## config.mk

```make
export PLATFORM = sky130hd
export DESIGN_NAME = writeback_stage
export DESIGN_NICKNAME = d
export VERILOG_FILES = /design/src/rtl/wb_pkg.sv /design/src/rtl/wb_skid_buffer.sv /design/src/rtl/writeback_stage.sv
export SDC_FILE = /design/constraint.sdc
export NUM_CORES = 1
export LEC_CHECK = 0
export ABC_AREA = 1
export CORE_UTILIZATION = 35
export CTS_CLUSTER_DIAMETER = 60
export DETAILED_ROUTE_END_ITERATION = 10
export GPL_ROUTABILITY_DRIVEN = 1
export MAX_ROUTING_LAYER = met4
export PLACE_DENSITY = 0.65
export SLEW_MARGIN = 25
export SYNTH_ARGS = -nofsm -noshare
export SYNTH_HDL_FRONTEND = slang
export SYNTH_SLANG_ARGS = --single-unit
```

## constraint.sdc

```tcl
create_clock -name clk -period 3.4 [get_ports clk]
set_clock_uncertainty 0.2 [all_clocks]
set_input_delay 0.85 -clock clk [delete_from_list [all_inputs] [get_ports clk]]
set_output_delay 0.85 -clock clk [all_outputs]
set_load 0.02 [all_outputs]
```

## src/rtl/wb_pkg.sv

```systemverilog
// ---------------------------------------------------------------------------
// wb_pkg
// Shared encodings for the MIPS write-back stage:
//   - result source select (in_sel) and load-extension mode (in_ext)
//   - occupancy state of the two-entry skid buffer
//   - default-width view of a buffered entry (wen, rd, data)
//   - entry_wen(): decides whether an instruction really writes a register
// ---------------------------------------------------------------------------
package wb_pkg;

    typedef enum logic [1:0] {
        SEL_ALU  = 2'b00,
        SEL_MEM  = 2'b01,
        SEL_LINK = 2'b10,
        SEL_NONE = 2'b11
    } wb_sel_e;

    typedef enum logic [1:0] {
        EXT_WORD = 2'b00,   // full width, no extension
        EXT_SB   = 2'b01,   // low byte, sign-extended
        EXT_ZB   = 2'b10,   // low byte, zero-extended
        EXT_ZH   = 2'b11    // high byte of the halfword, zero-extended
    } wb_ext_e;

    // Occupancy of the buffer: ONE = head only, TWO = head + skid.
    typedef enum logic [1:0] {
        EMPTY = 2'd0,
        ONE   = 2'd1,
        TWO   = 2'd2
    } wb_state_e;

    localparam int WB_DATA_W  = 16;
    localparam int WB_RADDR_W = 3;

    // Entry layout at default widths; the top level declares the same
    // layout with its own parameter widths.
    typedef struct packed {
        logic                  wen;
        logic [WB_RADDR_W-1:0] rd;
        logic [WB_DATA_W-1:0]  data;
    } wb_entry_t;

    // Register 0 is hard-wired, and SEL_NONE means the instruction produces
    // no register result, so both suppress the write.
    function automatic logic entry_wen(input logic we, input logic [1:0] sel,
                                       input logic rd_nonzero);
        return we && (sel != SEL_NONE) && rd_nonzero;
    endfunction

endpackage

```

## src/rtl/wb_skid_buffer.sv

```systemverilog
// ---------------------------------------------------------------------------
// wb_skid_buffer
// Generic two-entry valid/ready buffer. The head holds the older entry and
// is presented downstream; the skid holds a younger entry that arrived while
// the head was stalled. Both entries are visible for forwarding lookups.
//
// Ports:
//   clk, reset      clock, asynchronous active-low reset
//   in_valid        upstream offers in_data
//   in_ready        buffer can accept (registered, low only when full)
//   in_data         payload, PW bits
//   head_valid      head entry present
//   head_data       head payload
//   head_ready      downstream lets the head retire this cycle
//   skid_valid      skid entry present
//   skid_data       skid payload
//   retire          head leaves the buffer at this edge
// ---------------------------------------------------------------------------
module wb_skid_buffer
    import wb_pkg::*;
#(
    parameter int PW = 8
) (
    input  logic          clk,
    input  logic          reset,
    input  logic          in_valid,
    output logic          in_ready,
    input  logic [PW-1:0] in_data,
    output logic          head_valid,
    output logic [PW-1:0] head_data,
    input  logic          head_ready,
    output logic          skid_valid,
    output logic [PW-1:0] skid_data,
    output logic          retire
);

    wb_state_e     r_state;
    wb_state_e     w_state_next;
    logic          r_in_ready;
    logic [PW-1:0] r_head;
    logic [PW-1:0] r_skid;
    logic          w_accept;
    logic          w_retire;

    assign head_valid = (r_state != EMPTY);
    assign skid_valid = (r_state == TWO);
    assign head_data  = r_head;
    assign skid_data  = r_skid;
    assign in_ready   = r_in_ready;
    assign retire     = w_retire;

    assign w_accept = in_valid && r_in_ready;
    assign w_retire = head_valid && head_ready;

    always_comb begin
        w_state_next = r_state;
        case (r_state)
            EMPTY:   if (w_accept) w_state_next = ONE;
            ONE: begin
                if (w_accept && !w_retire)      w_state_next = TWO;
                else if (!w_accept && w_retire) w_state_next = EMPTY;
            end
            TWO:     if (w_retire) w_state_next = ONE;
            default: w_state_next = EMPTY;
        endcase
    end

    // in_ready is the flopped "not full" of the next state, so it never
    // depends combinationally on downstream readiness.
    always_ff @(posedge clk or negedge reset) begin
        if (!reset) begin
            r_state    <= EMPTY;
            r_in_ready <= 1'b1;
            r_head     <= '0;
            r_skid     <= '0;
        end else begin
            r_state    <= w_state_next;
            r_in_ready <= (w_state_next != TWO);
            case (r_state)
                EMPTY: if (w_accept) r_head <= in_data;
                ONE: begin
                    // With a simultaneous retire the new entry replaces the
                    // head directly instead of passing through the skid.
                    if (w_accept && w_retire) r_head <= in_data;
                    else if (w_accept)        r_skid <= in_data;
                end
                TWO:   if (w_retire) r_head <= r_skid;
                default: ;
            endcase
        end
    end

endmodule

```

## src/rtl/writeback_stage.sv

```systemverilog
// ---------------------------------------------------------------------------
// writeback_stage
// MIPS write-back stage: picks the result source, applies load extension,
// buffers up to two retiring instructions in front of the register-file
// write port, serves operand-forwarding lookups from the buffered entries,
// and keeps the last written value (ans_wb) and a retire counter.
//
// Ports:
//   clk, reset                 clock, asynchronous active-low reset
//   in_valid / in_ready        upstream handshake (in_ready registered)
//   in_alu, in_mem, in_link    candidate results
//   in_sel, in_ext             source select, memory extension mode
//   in_we, in_rd               register write intent and destination
//   rf_we, rf_waddr, rf_wdata  register-file write request (from head)
//   rf_ready                   register file accepts the write this cycle
//   fwd_raddr / fwd_hit / fwd_data   per-port forwarding lookup
//   ans_wb                     last value written to the register file
//   retire_cnt, cnt_clr        retired-instruction counter and its clear
// ---------------------------------------------------------------------------
module writeback_stage
    import wb_pkg::*;
#(
    parameter int DATA_W    = 16,
    parameter int RADDR_W   = 3,
    parameter int FWD_PORTS = 2,
    parameter int CNT_W     = 16
) (
    input  logic                           clk,
    input  logic                           reset,
    input  logic                           in_valid,
    output logic                           in_ready,
    input  logic [DATA_W-1:0]              in_alu,
    input  logic [DATA_W-1:0]              in_mem,
    input  logic [DATA_W-1:0]              in_link,
    input  logic [1:0]                     in_sel,
    input  logic [1:0]                     in_ext,
    input  logic                           in_we,
    input  logic [RADDR_W-1:0]             in_rd,
    output logic                           rf_we,
    output logic [RADDR_W-1:0]             rf_waddr,
    output logic [DATA_W-1:0]              rf_wdata,
    input  logic                           rf_ready,
    input  logic [FWD_PORTS*RADDR_W-1:0]   fwd_raddr,
    output logic [FWD_PORTS-1:0]           fwd_hit,
    output logic [FWD_PORTS*DATA_W-1:0]    fwd_data,
    output logic [DATA_W-1:0]              ans_wb,
    output logic [CNT_W-1:0]               retire_cnt,
    input  logic                           cnt_clr
);

    typedef struct packed {
        logic               wen;
        logic [RADDR_W-1:0] rd;
        logic [DATA_W-1:0]  data;
    } entry_t;

    localparam int PW = $bits(entry_t);

    logic [DATA_W-1:0] w_mem_ext;
    logic [DATA_W-1:0] w_result;
    entry_t            w_in_entry;
    entry_t            w_head;
    entry_t            w_skid;
    logic              w_head_valid;
    logic              w_skid_valid;
    logic              w_head_ready;
    logic              w_retire;
    logic [DATA_W-1:0] r_ans_wb;
    logic [CNT_W-1:0]  r_retire_cnt;

    // Load extension; "high byte" is bits [15:8] of the loaded halfword.
    always_comb begin
        w_mem_ext = in_mem;
        case (wb_ext_e'(in_ext))
            EXT_WORD: w_mem_ext = in_mem;
            EXT_SB:   w_mem_ext = {{(DATA_W-8){in_mem[7]}}, in_mem[7:0]};
            EXT_ZB:   w_mem_ext = {{(DATA_W-8){1'b0}}, in_mem[7:0]};
            EXT_ZH:   w_mem_ext = {{(DATA_W-8){1'b0}}, in_mem[15:8]};
            default:  w_mem_ext = in_mem;
        endcase
    end

    always_comb begin
        w_result = '0;
        case (wb_sel_e'(in_sel))
            SEL_ALU:  w_result = in_alu;
            SEL_MEM:  w_result = w_mem_ext;
            SEL_LINK: w_result = in_link;
            default:  w_result = '0;
        endcase
    end

    assign w_in_entry.wen  = entry_wen(in_we, in_sel, in_rd != '0);
    assign w_in_entry.rd   = in_rd;
    assign w_in_entry.data = w_result;

    // Non-writing entries have nothing to hand to the register file, so
    // they leave without waiting for rf_ready.
    assign w_head_ready = rf_ready || !w_head.wen;

    wb_skid_buffer #(
        .PW(PW)
    ) u_buf (
        .clk        (clk),
        .reset      (reset),
        .in_valid   (in_valid),
        .in_ready   (in_ready),
        .in_data    (w_in_entry),
        .head_valid (w_head_valid),
        .head_data  (w_head),
        .head_ready (w_head_ready),
        .skid_valid (w_skid_valid),
        .skid_data  (w_skid),
        .retire     (w_retire)
    );

    assign rf_we    = w_head_valid && w_head.wen;
    assign rf_waddr = w_head.rd;
    assign rf_wdata = w_head.data;

    // Forwarding: the skid entry is younger, so it overrides the head.
    for (genvar gi = 0; gi < FWD_PORTS; gi++) begin : g_fwd
        logic [RADDR_W-1:0] w_raddr;
        logic               w_hit_head;
        logic               w_hit_skid;

        assign w_raddr    = fwd_raddr[gi*RADDR_W +: RADDR_W];
        assign w_hit_skid = w_skid_valid && w_skid.wen &&
                            (w_skid.rd == w_raddr) && (w_raddr != '0);
        assign w_hit_head = w_head_valid && w_head.wen &&
                            (w_head.rd == w_raddr) && (w_raddr != '0);

        assign fwd_hit[gi] = w_hit_skid || w_hit_head;
        assign fwd_data[gi*DATA_W +: DATA_W] =
            w_hit_skid ? w_skid.data : (w_hit_head ? w_head.data : '0);
    end

    always_ff @(posedge clk or negedge reset) begin
        if (!reset) begin
            r_ans_wb     <= '0;
            r_retire_cnt <= '0;
        end else begin
            if (w_retire && w_head.wen) r_ans_wb <= w_head.data;
            if (cnt_clr)                r_retire_cnt <= '0;
            else if (w_retire)          r_retire_cnt <= r_retire_cnt + 1'b1;
        end
    end

    assign ans_wb     = r_ans_wb;
    assign retire_cnt = r_retire_cnt;

endmodule

```

==> results of run 1 <==
==> power by group through the flow <==
| stage | combinational (mW) | clock, mW | sequential [mW] |
|---|---|---|---|
| after detailed placement | 1.41 | 0 | 1.47 |
| after global routing | 1.54 | 1.05 | 1.50 |
| after CTS | 1.42 | 1.02 | 1.46 |
| final | 1.42 | 0.995 | 1.46 |
| after floorplan | 0.764 | 0 | 1.50 |
| after global placement | 1.38 | 0 | 1.47 |
==> per-stage QoR <==
| stage | setup TNS (ns) | hold slack (ns) | std cells |
|---|---|---|---|
| floorplan | 0 | 0.273 | 660 |
| finish | 0 | 0.293 | 980 |
| CTS | 0 | 0.298 | 980 |
| detailed placement | -16.26 | 0.284 | 964 |
| global route | 0 | 0.314 | 980 |
| global placement | -15.82 | 0.275 | 964 |
==> sequential cells by signal, indices dropped and copies added, names as in the netlist <==
name,count
u_buf.head_data,20
u_buf.skid_data,20
ans_wb,16
retire_cnt,16
u_buf.r_state,2
u_buf.in_ready,1
==> worst max-delay path by stage <==
stage	from	end	slack, ns	cells after the start
after global routing	fwd_raddr[5]	fwd_data[31]	0.005	10
after CTS	fwd_raddr[2]	fwd_data[14]	0.02	8
after floorplan	fwd_raddr[2]	fwd_data[10]	0.56	7
final	fwd_raddr[1]	fwd_data[0]	0.09	8
after global placement	fwd_raddr[2]	fwd_data[6]	-0.51	8
after detailed placement	fwd_raddr[2]	fwd_data[8]	-0.54	8
==> synthesized netlist by cell type (2+ instances only) <==
master	n
buf_2	11
inv_2	7
dfrtp_1	74
mux2_2	13
nand3_2	2
a21oi_1	25
nand2_1	194
nor2_4	4
and2_1	2
xor2_1	5
nand3_1	99
o21ai_0	39
nand4_1	14
clkbuf_1	5
xnor2_1	5
nand2_2	7
o211ai_1	10
buf_6	4
buf_4	25
nor2_2	2
nor3_1	2
mux2_1	3
o31ai_1	2
nor2_1	33
inv_1	56
a21oi_2	2
or2_2	2
==> metal layers <==
layer | vias to the layer above | track usage, %
met1 | 2378 | 28.7
met2 | 190 | 36.7
met3 | 24 | 3.50
met4 | 0 | 8.05
met5 | - | -
li1 | 2429 | -
==> cells by family after synthesis <==
| family | share of synthesized area, % |
|---|---|
| mux | 3.73 |
| simple gates | 34.1 |
| fa+ha+maj | 0.259 |
| compound gates | 9.85 |
| flops | 38.9 |
| buf+inv | 11.4 |
| xor+xnor | 1.81 |
==> area by class of cell <==
cell class	count	area [sq um]	share of cell area, %
sequential	75	1880	27.3
clock inverter	3	43.8	0.637
multi-input combinational	476	2440	35.5
inverter	63	236	3.44
timing repair buffer	174	1790	26.0
tap	176	220	3.20
clock buffer	13	270	3.93
==> what timing repair did <==
action / in CTS / in global routing
buffers inserted: 0 / 0
hold buffers: 0 / 0
setup endpoints to repair: 34 / 23
pin swaps: 2 / 1
gates resized for setup: 107 / 7
==> PnR_summary.wiki, run 1 <==
{| class="wikitable"
! Metric !! Value
|-
| Run status || complete, no violations
|-
| Most used cell, CP || buf_4
|-
| Reg2reg start || u_buf.r_state[0]
|-
| Design internal power || 2.45 mW
|-
| Portion of total power attributed to sequential cells || 37.8%
|-
| Fraction of registers with async set/reset || 100%
|-
| Antenna-violating nets left || 0
|-
| Hold Crit Class || reg -> reg
|-
| Clock group share of total power || 25.7%
|-
| Starting Density || 36.2%
|-
| Number of rows created at floorplan || 42
|-
| GRT Residual Overflow || 0
|-
| Synthesized net count || 728
|-
| Sum of routed wire length over all layers || about 15 mm
|-
| Unique cell type count in the Yosys netlist || 40
|-
| Max Slew Vio Count || 0
|-
| Area post-placement || 0.00651 sq mm
|-
| Post-detailed-route wirelength per cell || 15.5 um
|-
| FF+latch count, synth || 75
|-
| Combinational Power Share || 36.5%
|-
| Buffering stage count on the worst path with inverters included || 4
|-
| Routed vias || approximately 5000
|-
| Number of buffers between clock root and the deepest sink || 2
|-
| WP data required || 2.35 ns
|-
| Power Density || between 500 and 600 mW/mm^2
|-
| Num Clock Sinks || 75
|-
| Final count of negative-setup-slack endpoints || 0
|-
| Psw || between 1 and 1.5 mW
|-
| Number of optimization iterations in the first detailed-route pass || 8
|-
| Register area share after synthesis || 38.9%
|-
| Hold depth || 1
|-
| Total leakage power || approximately 3.2 nW
|-
| Area of the die || between 0.01 and 0.015 sq mm
|-
| Highest clock frequency the design can meet || 302 MHz
|-
| Initial antenna violation count || 0
|-
| EDFF count, synth || 0
|-
| Mean number of vias per cell || a little over 5
|-
| Worst-margin pin slew || 0.697 ns
|-
| Wire length on met3 || approximately 840 um
|-
| Detailed placement HPWL || around 11 mm
|-
| Data arrival time of the worst path || about 2.3 ns
|-
| CP Max Fanout || 7
|-
| Weighted congestion reported at the end of routability-driven placement || a little under 1
|-
| Antenna Cells || 0
|-
| Die Ht || roughly 120 um
|-
| Worst R2R Setup Slack || roughly 1.4 ns
|-
| Number of fillers in the final layout || about 1300
|-
| Metal1 wirelength || roughly 6.7 mm
|-
| H-tree depth reported by CTS || 3
|-
| Netlist area before placement || 0.00483 sq mm
|-
| Post-placement setup slack || -0.537 ns
|-
| Most frequent cells in the layout || nand2_1 (194), clkdlybuf4s50_1 (112), nand3_1 (98)
|-
| Setup ws final || approximately 0.091 ns
|-
| Standard cell with the maximum stage delay on the critical path || o31ai_4
|-
| Number of hold violations in the final report || 0
|-
| Ordered list of cells on the worst path || dlygate4sd2_1, buf_4, o31ai_4, nor2_4, buf_4, nand3_1, nand2_1, clkdlybuf4s15_2
|-
| Post-detailed-route DRC marker count || 0
|-
| Most frequent standard cell in the layout excluding fill and tap cells || nand2_1
|-
| Switching part of the total || about 37%
|-
| Global-route wire length before repair || approximately 25 mm
|-
| Startpoint of the tightest hold check path || ans_wb[9]
|-
| CP peak stage delay || ~0.33 ns
|-
| Pin count of the biggest net entering global routing || 76
|-
| Number of buffer cells added on primary ports || approximately 150
|-
| Clock buffers created by TritonCTS || 9
|-
| Summed area of non-filler cells in the final layout || 0.00688 sq mm
|-
| Kind of cell adding the most delay to the critical path || buffers and inverters
|-
| Highest signal layer in the routed design || met4
|-
| Drt first-iter violations || ~380
|-
| Net count of the finished layout || between 800 and 900
|-
| Cells after synthesis || 660
|-
| Slew headroom || 53.5%
|-
| Power consumption || between 3 and 4 mW
|-
| Leading cell types by total area after synthesis || dfrtp_1 (38%), nand2_1 (15%), nand3_1 (10%)
|-
| IR drop worst, VDD || approximately 0.24 mV
|-
| Final worst path period share || a little over nine tenths
|-
| Global router's overall resource usage || 22.7%
|-
| Vias in the first global route || roughly 4800
|-
| Crit path kind || in -> out
|-
| Yosys warning count || 0
|-
| Ratio of cells with drive above 1 in the final layout || 14.7%
|-
| R2R cell count || 9
|-
| Dominant cell type by area after synthesis || dfrtp_1
|-
| Wire length on met2 || about 7.4 mm
|-
| Leading register cell type out of synthesis || dfrtp_1
|-
| Time the worst path needs with I/O delays and setup || 3.31 ns
|-
| Clk slew on worst S/H paths || ~0.060 ns
|-
| Die X-Extent || around 120 um
|-
| Core Footprint || ~0.013 sq mm
|-
| TritonCTS clock tree || yes
|-
| Capture endpoint of the worst hold path || ans_wb[9]
|-
| Critical register-to-register path endpoint || u_buf.head_data[18]
|-
| Unrepaired setup endpoints after global routing || no
|-
| Clock insertion delay at the later pin of the skew report || about 0.33 ns
|-
| Clock root buffer || clkbuf_16
|-
| Mean instance size in the synthesized netlist || between 7 and 8 sq um
|-
| Max-cap viol count || 0
|-
| Type of element capturing the critical path || output pin
|-
| Number of top-level design ports || ~150
|-
| Utilization after layout || approximately 52%
|-
| Kind of start point of the critical path || input pin
|-
| Synth-to-Final Area Change || 42.5%
|-
| Share of the synthesized area in the top cell type || between 30% and 40%
|}
(Power assumes the default switching activity.)
==> run 2, diff against run 1 <==
MAX_ROUTING_LAYER = unset   (was met4)
==> run 2 against run 1 <==
Against the previous run:
- combinational power barely moved
- clock power fell by 11%
- final cell count fell by 0.10%
- largest power group unchanged
- sequential share of layout area rose by 0.23 points
- sequential power barely moved
- count of clock-buffer cells in the layout fell by 2
- routed wire length rose by 1.0%
- highest routed layer unchanged
- fmax fell by 0.63%
- global-route usage fell by 0.60 points
- total power fell by 2.7%
- register-to-register slack got worse by 0.02 ns
==> PnR_summary.wiki, run 2 (synthesized netlist as in run 1, its figures left out) <==
{| class="wikitable"
! Metric !! Value
|-
| Most frequent standard cell in the layout excluding fill and tap cells || nand2_1
|-
| WP data required || approximately 2.4 ns
|-
| Ratio of cells with drive above 1 in the final layout || between 10% and 20%
|-
| Data arrival time of the worst path || approximately 2.3 ns
|-
| Power Density || between 500 and 600 mW/mm^2
|-
| TritonCTS clock tree || yes
|-
| Starting Density || between 30% and 40%
|-
| IR drop worst, VDD || roughly 0.25 mV
|-
| Post-detailed-route wirelength per cell || approximately 16 um
|-
| Number of buffers between clock root and the deepest sink || 2
|-
| Num Clock Sinks || 75
|-
| Utilization after layout || about half
|-
| Number of buffer cells added on primary ports || 153
|-
| Run status || complete, no violations
|-
| Global router's overall resource usage || about 22%
|-
| Detailed placement HPWL || roughly 11 mm
|-
| Die X-Extent || approximately 120 um
|-
| Total leakage power || approximately 3.2 nW
|-
| Clk slew on worst S/H paths || about 0.06 ns
|-
| Core Footprint || roughly 0.013 sq mm
|-
| Antenna Cells || 0
|-
| Standard cell with the maximum stage delay on the critical path || clkdlybuf4s15_1
|-
| Final count of negative-setup-slack endpoints || 0
|-
| Summed area of non-filler cells in the final layout || 0.00682 sq mm
|-
| Weighted congestion reported at the end of routability-driven placement || between 0.9 and 1
|-
| Number of optimization iterations in the first detailed-route pass || 5
|-
| GRT Residual Overflow || 0
|-
| Net count of the finished layout || slightly below 900
|-
| Area post-placement || 0.00651 sq mm
|-
| Time the worst path needs with I/O delays and setup || 3.33 ns
|-
| Crit path kind || in -> out
|-
| Sum of routed wire length over all layers || between 15 and 20 mm
|-
| Mean number of vias per cell || 5.11
|-
| Most frequent cells in the layout || nand2_1 (194), clkdlybuf4s50_1 (112), nand3_1 (98)
|-
| CP peak stage delay || 0.35 ns
|-
| Initial antenna violation count || 0
|-
| H-tree depth reported by CTS || 3
|-
| Routed vias || approximately 5000
|-
| Final worst path period share || a little over nine tenths
|-
| Number of rows created at floorplan || 42
|-
| Ordered list of cells on the worst path || clkdlybuf4s15_1, xor2_1, nor2_1, nand3_2, buf_4, o21ai_0, clkdlybuf4s15_1
|-
| Vias in the first global route || between 4000 and 5000
|-
| Setup TNS after final layout || 0 ns
|-
| Hold Crit Class || reg -> reg
|-
| Kind of start point of the critical path || input pin
|-
| Worst-margin pin slew || just under 0.7 ns
|-
| Most used cell, CP || clkdlybuf4s15_1
|-
| Power consumption || 3.77 mW
|-
| Unrepaired setup endpoints after global routing || no
|-
| Synth-to-Final Area Change || 41.3%
|-
| Antenna-violating nets left || 0
|-
| Buffering stage count on the worst path with inverters included || 3
|-
| Clock buffers created by TritonCTS || 9
|-
| Kind of cell adding the most delay to the critical path || buffers and inverters
|-
| Area of the die || 0.0143 sq mm
|-
| Global-route wire length before repair || between 20 and 25 mm
|-
| Slew headroom || 53.6%
|-
| Clock insertion delay at the later pin of the skew report || roughly 0.33 ns
|-
| Type of element capturing the critical path || output pin
|-
| Pin count of the biggest net entering global routing || between 70 and 80
|-
| Final std cells w/o fill || slightly below 1000
|-
| Drt first-iter violations || around 390
|-
| Highest clock frequency the design can meet || about 300 MHz
|-
| Post-detailed-route DRC marker count || 0
|-
| Max Slew Vio Count || 0
|-
| Number of hold violations in the final report || 0
|-
| Clock root buffer || clkbuf_16
|-
| Number of top-level design ports || around 150
|-
| Instance count after placement with tap cells included || about 960
|-
| Max-cap viol count || 0
|-
| CP Max Fanout || 8
|-
| Die Ht || 119 um
|}
run 2: final timing paths:
check | startpoint | endpoint | slack [ns] | cells past startpoint
setup / recovery | fwd_raddr[3] | fwd_hit[1] | 0.07 | 7
hold / removal | ans_wb[11] | ans_wb[11] | 0.29 | 1
setup reg to reg | u_buf.r_state[0] | u_buf.head_data[18] | 1.37 | 9
hold reg to reg | ans_wb[11] | ans_wb[11] | 0.29 | 1
max in group asynchronous | reset | u_buf.skid_data[7] | 2.19 | 1
min in group asynchronous | reset | retire_cnt[7] | 0.35 | 1
run 2: cell type report:
type,instances,area (sq um)
clock buffer,11,243
clock inverter,4,26.3
fill,1329,6530
inverter,63,236
multi-input combinational,476,2440
sequential,75,1880
tap,176,220
timing repair buffer,174,1780
run 2: power breakdown:
part | total (mW) | internal [mW] | switching (mW)
clock | 0.888 | 0.510 | 0.378
sequential | 1.47 | 1.18 | 0.288
combinational | 1.42 | 0.644 | 0.773
run 2: metrics by stage:
stage	worst slack [ns]	hold WS [ns]
after floorplan	0.557	0.273
after detailed placement	-0.574	0.281
final	0.0698	0.290
after global routing	0.00432	0.318
after global placement	-0.506	0.275
after CTS	0.00102	0.295
run 2: timing repair:
action	in CTS	in global routing
gates resized for setup	103	13
hold buffers	0	0
pin swaps	3	1
buffers inserted	0	0
endpoints found under the setup margin	34	33
run 2: per-layer routing:
layer | up-vias | track usage [%] | share of wire (%)
met1 | 2351 | 28.3 | 44
met2 | 206 | 36.3 | 47
met3 | 30 | 4.55 | 6.2
met5 | - | 0 | 0
li1 | 2420 | - | -
met4 | 0 | 8.52 | 2.5
run 2: worst register-to-register path, cell delays in order (launching register included):
cell,delay (ns)
dfrtp_1,0.37
inv_1,0.08
nand2_2,0.07
buf_4,0.20
o21ai_0,0.13
nand2_2,0.10
buf_4,0.34
inv_2,0.17
o211ai_1,0.13
o21ai_0,0.12
